`src/rtl/uart_tx_sched.sv`:
```
// uart_tx_sched: transmit-side scheduler for the UART.
// Two byte producers (CPU and loopback) share the single write port of the
// TX FIFO through a round-robin arbiter, and a small drain FSM moves bytes
// from the FIFO into the transmit engine over a start/busy handshake.
// The FIFO gives writes priority over reads, so the write slot is closed in
// the one cycle where this block pops; otherwise the pop would be lost.

module uart_tx_sched #(
    parameter int WIDTH = 8
) (
    input  logic             clk_i,
    input  logic             rst_i,

    input  logic             req0_valid_i,
    input  logic [WIDTH-1:0] req0_data_i,
    output logic             req0_ready_o,

    input  logic             req1_valid_i,
    input  logic [WIDTH-1:0] req1_data_i,
    output logic             req1_ready_o,

    output logic             fifo_we_o,
    output logic [WIDTH-1:0] fifo_wdata_o,
    output logic             fifo_re_o,
    input  logic [WIDTH-1:0] fifo_rdata_i,
    input  logic             fifo_full_i,
    input  logic             fifo_empty_i,

    input  logic             tx_en_i,
    input  logic             tx_busy_i,
    output logic             tx_start_o,
    output logic [WIDTH-1:0] tx_data_o,
    output logic             sent_o
);

    // Drain FSM encoding
    localparam logic [2:0] ST_IDLE  = 3'd0;
    localparam logic [2:0] ST_POP   = 3'd1;
    localparam logic [2:0] ST_LOAD  = 3'd2;
    localparam logic [2:0] ST_START = 3'd3;
    localparam logic [2:0] ST_DRAIN = 3'd4;

    logic [2:0]       state_q, state_d;
    logic [WIDTH-1:0] tx_data_q, tx_data_d;
    logic             sent_q, sent_d;
    logic             last_grant_q, last_grant_d;

    logic             write_slot;
    logic             grant0;
    logic             grant1;
    logic             write_fire;

    // Round-robin write arbitration; producer 1 wins only when it is alone or
    // producer 0 was the last one written. No write is accepted while the
    // block is held in reset or while the drain FSM is popping.
    always_comb begin
        write_slot   = (state_q != ST_POP) && !fifo_full_i && !rst_i;
        grant1       = req1_valid_i && (!req0_valid_i || !last_grant_q);
        grant0       = req0_valid_i && !grant1;
        req0_ready_o = grant0 && write_slot;
        req1_ready_o = grant1 && write_slot;
        write_fire   = (req0_valid_i && req0_ready_o) || (req1_valid_i && req1_ready_o);
        fifo_we_o    = write_fire;
        fifo_wdata_o = '0;
        if (write_fire) begin
            fifo_wdata_o = grant1 ? req1_data_i : req0_data_i;
        end
        last_grant_d = write_fire ? grant1 : last_grant_q;
    end

    // Drain FSM next state, transmit byte capture and accept pulse
    always_comb begin
        state_d   = state_q;
        tx_data_d = tx_data_q;
        sent_d    = 1'b0;
        case (state_q)
            ST_IDLE: begin
                if (tx_en_i && !fifo_empty_i && !tx_busy_i) begin
                    state_d = ST_POP;
                end
            end
            ST_POP: begin
                state_d = ST_LOAD;
            end
            ST_LOAD: begin
                tx_data_d = fifo_rdata_i;
                state_d   = ST_START;
            end
            ST_START: begin
                if (tx_busy_i) begin
                    state_d = ST_DRAIN;
                    sent_d  = 1'b1;
                end
            end
            ST_DRAIN: begin
                if (!tx_busy_i) begin
                    state_d = ST_IDLE;
                end
            end
            default: begin
                state_d = ST_IDLE;
            end
        endcase
    end

    // State registers; reset drops the pending byte and the start request
    always_ff @(posedge clk_i or posedge rst_i) begin
        if (rst_i) begin
            state_q      <= ST_IDLE;
            tx_data_q    <= '0;
            sent_q       <= 1'b0;
            last_grant_q <= 1'b1;
        end else begin
            state_q      <= state_d;
            tx_data_q    <= tx_data_d;
            sent_q       <= sent_d;
            last_grant_q <= last_grant_d;
        end
    end

    // Output decode from the registered state
    always_comb begin
        fifo_re_o  = (state_q == ST_POP);
        tx_start_o = (state_q == ST_START);
        tx_data_o  = tx_data_q;
        sent_o     = sent_q;
    end

endmodule
```
`config.mk`:
```
export PLATFORM = sky130hd
export DESIGN_NAME = uart_tx_sched
export DESIGN_NICKNAME = d
export VERILOG_FILES = /design/src/rtl/uart_tx_sched.sv
export SDC_FILE = /design/constraint.sdc
export NUM_CORES = 1
export LEC_CHECK = 0
export BUFFER_PORTS_ARGS = -buffer_cell sky130_fd_sc_hd__buf_2
export CORE_AREA = 2 2 47 49
export DETAILED_ROUTE_END_ITERATION = 6
export DIE_AREA = 0 0 49 51
export PLACE_DENSITY = 0.74
export SETUP_SLACK_MARGIN = 0.5
export SYNTH_ARGS = -nofsm -noshare
export SYNTH_HDL_FRONTEND = slang
export SYNTH_SLANG_ARGS = --single-unit
export TNS_END_PERCENT = 5
```
`constraint.sdc`:
```
create_clock -name clk_i -period 1.7 [get_ports clk_i]
set_input_delay 0.17 -clock clk_i [delete_from_list [all_inputs] [get_ports clk_i]]
set_output_delay 0.17 -clock clk_i [all_outputs]
set_load 0.005 [all_outputs]
```
# After elaboration in Yosys (flattened, before gate mapping)
# Index checks and enable logic that the tools add are counted.
dict set report totals {
  output_inout_bits 22
  wordCells 41
  inputBits 32
  register_bits 13
}
dict set report op_classes {
  n_mux 8
  eq_ne 8
  n_reduce_logical 21
}
# op n
set ops {}
lappend ops {{$mux 8} 2}
lappend ops {{$pmux 3 s5} 1}
lappend ops {{$logic_and 1x1->1} 10}
lappend ops {{$mux 3} 3}
lappend ops {{$logic_not 1->1} 7}
lappend ops {{$eq 3x2->1 const B} 2}
lappend ops {{$ne 2x2->1 const B} 3}
lappend ops {{$eq 3x1->1 const B} 1}
lappend ops {{$eq 3x3->1 const B} 1}
lappend ops {{$logic_not 3->1} 1}
lappend ops {{$ne 3x1->1 const B} 1}
lappend ops {{$reduce_and 3->1} 1}
lappend ops {{$logic_or 1x1->1} 2}
lappend ops {{$mux 1} 2}

# Depth between registers and ports, before layout
dict set report logic_depth {
  depth_word 9
  ltp_mapped 5
  ltp_nobuf 3
}

# Least setup slack after synthesis
# OpenSTA, ideal clock, no wires.
dict set report synth_timing {
  kind {register -> output}
  start {register state_q[0]}
  end {output port fifo_wdata_o[0]}
  path_slack_ns 0.257
  path_buffers 2
  t_required_ns 1.530
  stages_incl_launch_ff 6
  t_arrival_ns 1.273
  cell_sequence {dfrtp_1 clkbuf_2 nor3b_4 or3_4 buf_6 a21oi_1}
}
dict set report synth_via {
  elab_chain_cells 7
}
# element line_no
set synth_rtl {}
lappend synth_rtl {{from (decl)} 43} ;# logic [2:0] state_q, state_d;
lappend synth_rtl {{from (signal assigned)} 114} ;# state_q <= state_d;
lappend synth_rtl {{$ne 3x1->1 *} 57} ;# write_slot = (state_q != ST_POP) && !fifo_full_i && !rst_i;
lappend synth_rtl {{$logic_and 1x1->1 * (2 in a row)} 57}
lappend synth_rtl {{$logic_and 1x1->1 (on tied branches)} {60, 61}}
lappend synth_rtl {{$logic_and 1x1->1} 62} ;# write_fire = (req0_valid_i && req0_ready_o) || (req1_valid_i && req1_ready_o);
lappend synth_rtl {{$logic_or 1x1->1 *} 62}
lappend synth_rtl {{$mux 8 *} 65} ;# if (write_fire) begin
lappend synth_rtl {{to (decl)} 23} ;# output logic [WIDTH-1:0] fifo_wdata_o,
# Every way passes the cells marked *; elsewhere a longest branch is shown, timed or not.

# Worst setup path in the final report
dict set report layout_timing {
  start {register state_q[0]}
  end {register tx_data_q[1] (netlist: tx_data_o[1])}
}
dict set report layout_via {
  elab_chain_cells 1
}
# element line_no
set layout_rtl {}
lappend layout_rtl {{$eq 3x2->1} 76} ;# case (state_q)
lappend layout_rtl {{to (signal assigned)} 115} ;# tx_data_q <= tx_data_d;
lappend layout_rtl {{to (decl)} 44} ;# logic [WIDTH-1:0] tx_data_q, tx_data_d;
# Every way passes these cells.
# A chain may end at the register's enable or synchronous reset.

==> impl_metrics.env <==
export IMPL_ys_top_cells_by_area="dfrtp_1 41%, mux2_2 12%, a21oi_1 6.2%, nand3_1 5.5%, nor3b_4 5.2%"
export IMPL_synth_nets=106
export IMPL_total_power_uw=1620
export IMPL_grtUsageMet3=0.0292
export IMPL_hold_path_class="primary input to register"
export IMPL_cp_arrival_ns=1.82
export IMPL_drive_above_1_share=0.656
export IMPL_track_usage=0.167
export IMPL_finalNonFillerCells=159
export IMPL_p_per_area_nw_per_um2=1420
export IMPL_grt_busiest_layer="met2"
export IMPL_final_max_slew_viol_count=0
export IMPL_cts_sinks=13
export IMPL_p_leak_uw=0.000572
export IMPL_path_delay_family="simple AND/OR/NAND/NOR gates"
export IMPL_synth_top_area_frac=0.415
export IMPL_path_clk_slew_ns=0.08
export IMPL_avgSynthCellArea_um2=9.79
export IMPL_syn_area_um2=724
export IMPL_crit_required_ns=1.85
export IMPL_period_share=0.981
export IMPL_fmax_ghz=0.599
export IMPL_seqPwrFrac=0.369
export IMPL_cts_buffers=3
export IMPL_post_synth_inst_count=74
export IMPL_ys_ff_latch=13
export IMPL_path_cells="buf_4 -> buf_6 -> nor3b_4 -> mux2_2"
export IMPL_overflow=0
export IMPL_ioPinCount=54
export IMPL_start_util=0.351
export IMPL_worst_path_max_delay_cell="nor3b_4"
export IMPL_outcome="complete, no violations"
export IMPL_worstMarginPinSlew_ns=0.598
export IMPL_setup_viol=0
export IMPL_grt_pass1_vias=796
export IMPL_via_per_inst=4.88
export IMPL_rsz0062_at_grt="true"
export IMPL_p_comb_frac=0.517
export IMPL_swShare=0.345
export IMPL_die_width_um=49
export IMPL_antenna_found_initial=0
export IMPL_final_antenna_net_count=0
export IMPL_maxCapViolations=0
export IMPL_die_y_um=51
export IMPL_antennaDiodeCount=0
export IMPL_die_area_um2=2500
export IMPL_nets=164
export IMPL_totalWireLength_um=1950
export IMPL_cts_tree="done"
export IMPL_yosys_warnings=0
export IMPL_synth_top_area_cell="dfrtp_1"
export IMPL_wire_per_inst_um=12.2
export IMPL_power_frac_clock=0.113
export IMPL_htreeDepth=1
export IMPL_route_vias_total=776
export IMPL_p_int_uw=1060
export IMPL_finalCriticalPeriod_ns=1.67
export IMPL_gr_usage_met1=0.181
export IMPL_port_buffers=53
export IMPL_clockRootBuffer="clkbuf_4"
export IMPL_dp_hpwl_um=1440
export IMPL_cp_slowest_stage_delay_ns=0.51
export IMPL_drt_initial_drc_count=6
export IMPL_placementRows=17
export IMPL_crit_path_end_kind="register"
export IMPL_place_gp_congestion=0.742
export IMPL_power_switching_uw=559
export IMPL_path_max_fanout=9
export IMPL_grt_max_degree=14
export IMPL_grt_pass1_wl_um=3320
export IMPL_ir_drop_mv=0.922
export IMPL_skew_ns=0.00548
export IMPL_synth_cell_types=26
export IMPL_clockBufferDepth=2
export IMPL_grtUsageMet2=0.333
export IMPL_final_hold_viol_count=0
export IMPL_drtPass1Iterations=4
export IMPL_start_kind="register"
export IMPL_areaGrowthSynthToFinish_pct=58.0
export IMPL_worst_path_buf_inv=2
export IMPL_drc=0
export IMPL_relSlewSlack=0.601
export IMPL_dp_cells=152
export IMPL_core_area_um2=2060
export IMPL_worst_setup_path_type="register to register"
export IMPL_seq_area_frac_synth=0.451
export IMPL_clock_latency_ns=0.27
-- through the flow --
step	setup TNS, ns	setup WS [ns]	utilization	area [µm²]	hold slack, ns
floorplan	0	0.276	-	772	0.0462
global placement	0	0.243	0.505	1040	0.231
detailed placement	0	0.188	0.505	1040	0.248
CTS	-0.0310	-0.0310	0.555	1140	0.119
global route	-0.0314	-0.0237	0.555	1140	0.119
finish	0	0.0315	0.555	1140	0.127
-- cell type report --
type	instances	area (µm²)
clock buffers	4	26.3
fillers	198	918
inverters	3	11.3
multi-input cells	55	449
flip-flops and latches	13	329
well taps	28	35.0
repair buffers	56	294
-- final timing paths --
| kind | start | to | slack, ns | cells after the start |
|---|---|---|---|---|
| setup / recovery | state_q[0] | tx_data_o[1] | 0.03 | 4 |
| hold / removal | tx_busy_i | state_q[0] | 0.13 | 2 |
| setup reg to reg | state_q[0] | tx_data_o[1] | 0.03 | 4 |
| hold reg to reg | tx_data_o[4] | tx_data_o[4] | 0.51 | 1 |
| max in group asynchronous | rst_i | state_q[1] | 0.83 | 3 |
| min in group asynchronous | rst_i | state_q[0] | 0.50 | 3 |
-- cells in the final DEF, fill, tap and decap left out, drive strengths merged, types with 2 or more instances in the layout --
| cell type | n |
|---|---|
| nand3 | 8 |
| nor2 | 5 |
| buf | 55 |
| a21oi | 9 |
| inv | 3 |
| or3 | 2 |
| nand2 | 9 |
| dfrtp | 12 |
| nor3b | 3 |
| mux2 | 8 |
| clkbuf | 4 |
-- cell families after synthesis --
family,share of synthesized area
simple gates,0.230
compound gates,0.145
flops,0.451
mux,0.124
buf+inv,0.0501
-- synthesized netlist by cell type (all sizes together) --
| master | instances |
|---|---|
| a21bo | 1 |
| a21boi | 1 |
| a21oi | 9 |
| a31oi | 1 |
| and2 | 1 |
| buf | 3 |
| clkbuf | 1 |
| dfrtp | 12 |
| dfstp | 1 |
| inv | 3 |
| mux2 | 8 |
| nand2 | 9 |
| nand2b | 1 |
| nand3 | 8 |
| nor2 | 5 |
| nor3 | 1 |
| nor3b | 3 |
| o21a | 1 |
| o21ai | 1 |
| o21bai | 1 |
| o31ai | 1 |
| o41ai | 1 |
| or3 | 1 |
-- registers in the layout (all words and copies together) (netlist names) --
| register | count |
|---|---|
| last_grant_q | 1 |
| sent_o | 1 |
| state_q | 3 |
| tx_data_o | 8 |
-- per-layer routing --
| metal | wire length [µm] | up-vias | share of wire |
|---|---|---|---|
| met3 | 183 | 0 | 0.094 |
| li1 | - | 377 | - |
| met2 | 971 | 45 | 0.50 |
| met5 | 0 | - | 0 |
| met1 | 791 | 354 | 0.41 |
| met4 | 0 | 0 | 0 |
-- power by group through the flow --
stage	clock, µW	sequential [µW]	combinational (µW)
finish	184	600	840
global route	213	619	914
CTS	195	597	844
detailed placement	0	590	703
global placement	0	578	685
floorplan	0	584	475
-- repair_timing --
item / in CTS / in global routing
hold endpoints to repair: 12 / 0
resized for setup: 15 / 0
hold buffers: 1 / 0
buffers inserted: 1 / 0
cloned: 1 / 0
endpoints found under the setup margin: 23 / 22
pin swaps: 4 / 4
Note: power is estimated with default switching activity, not from simulation.
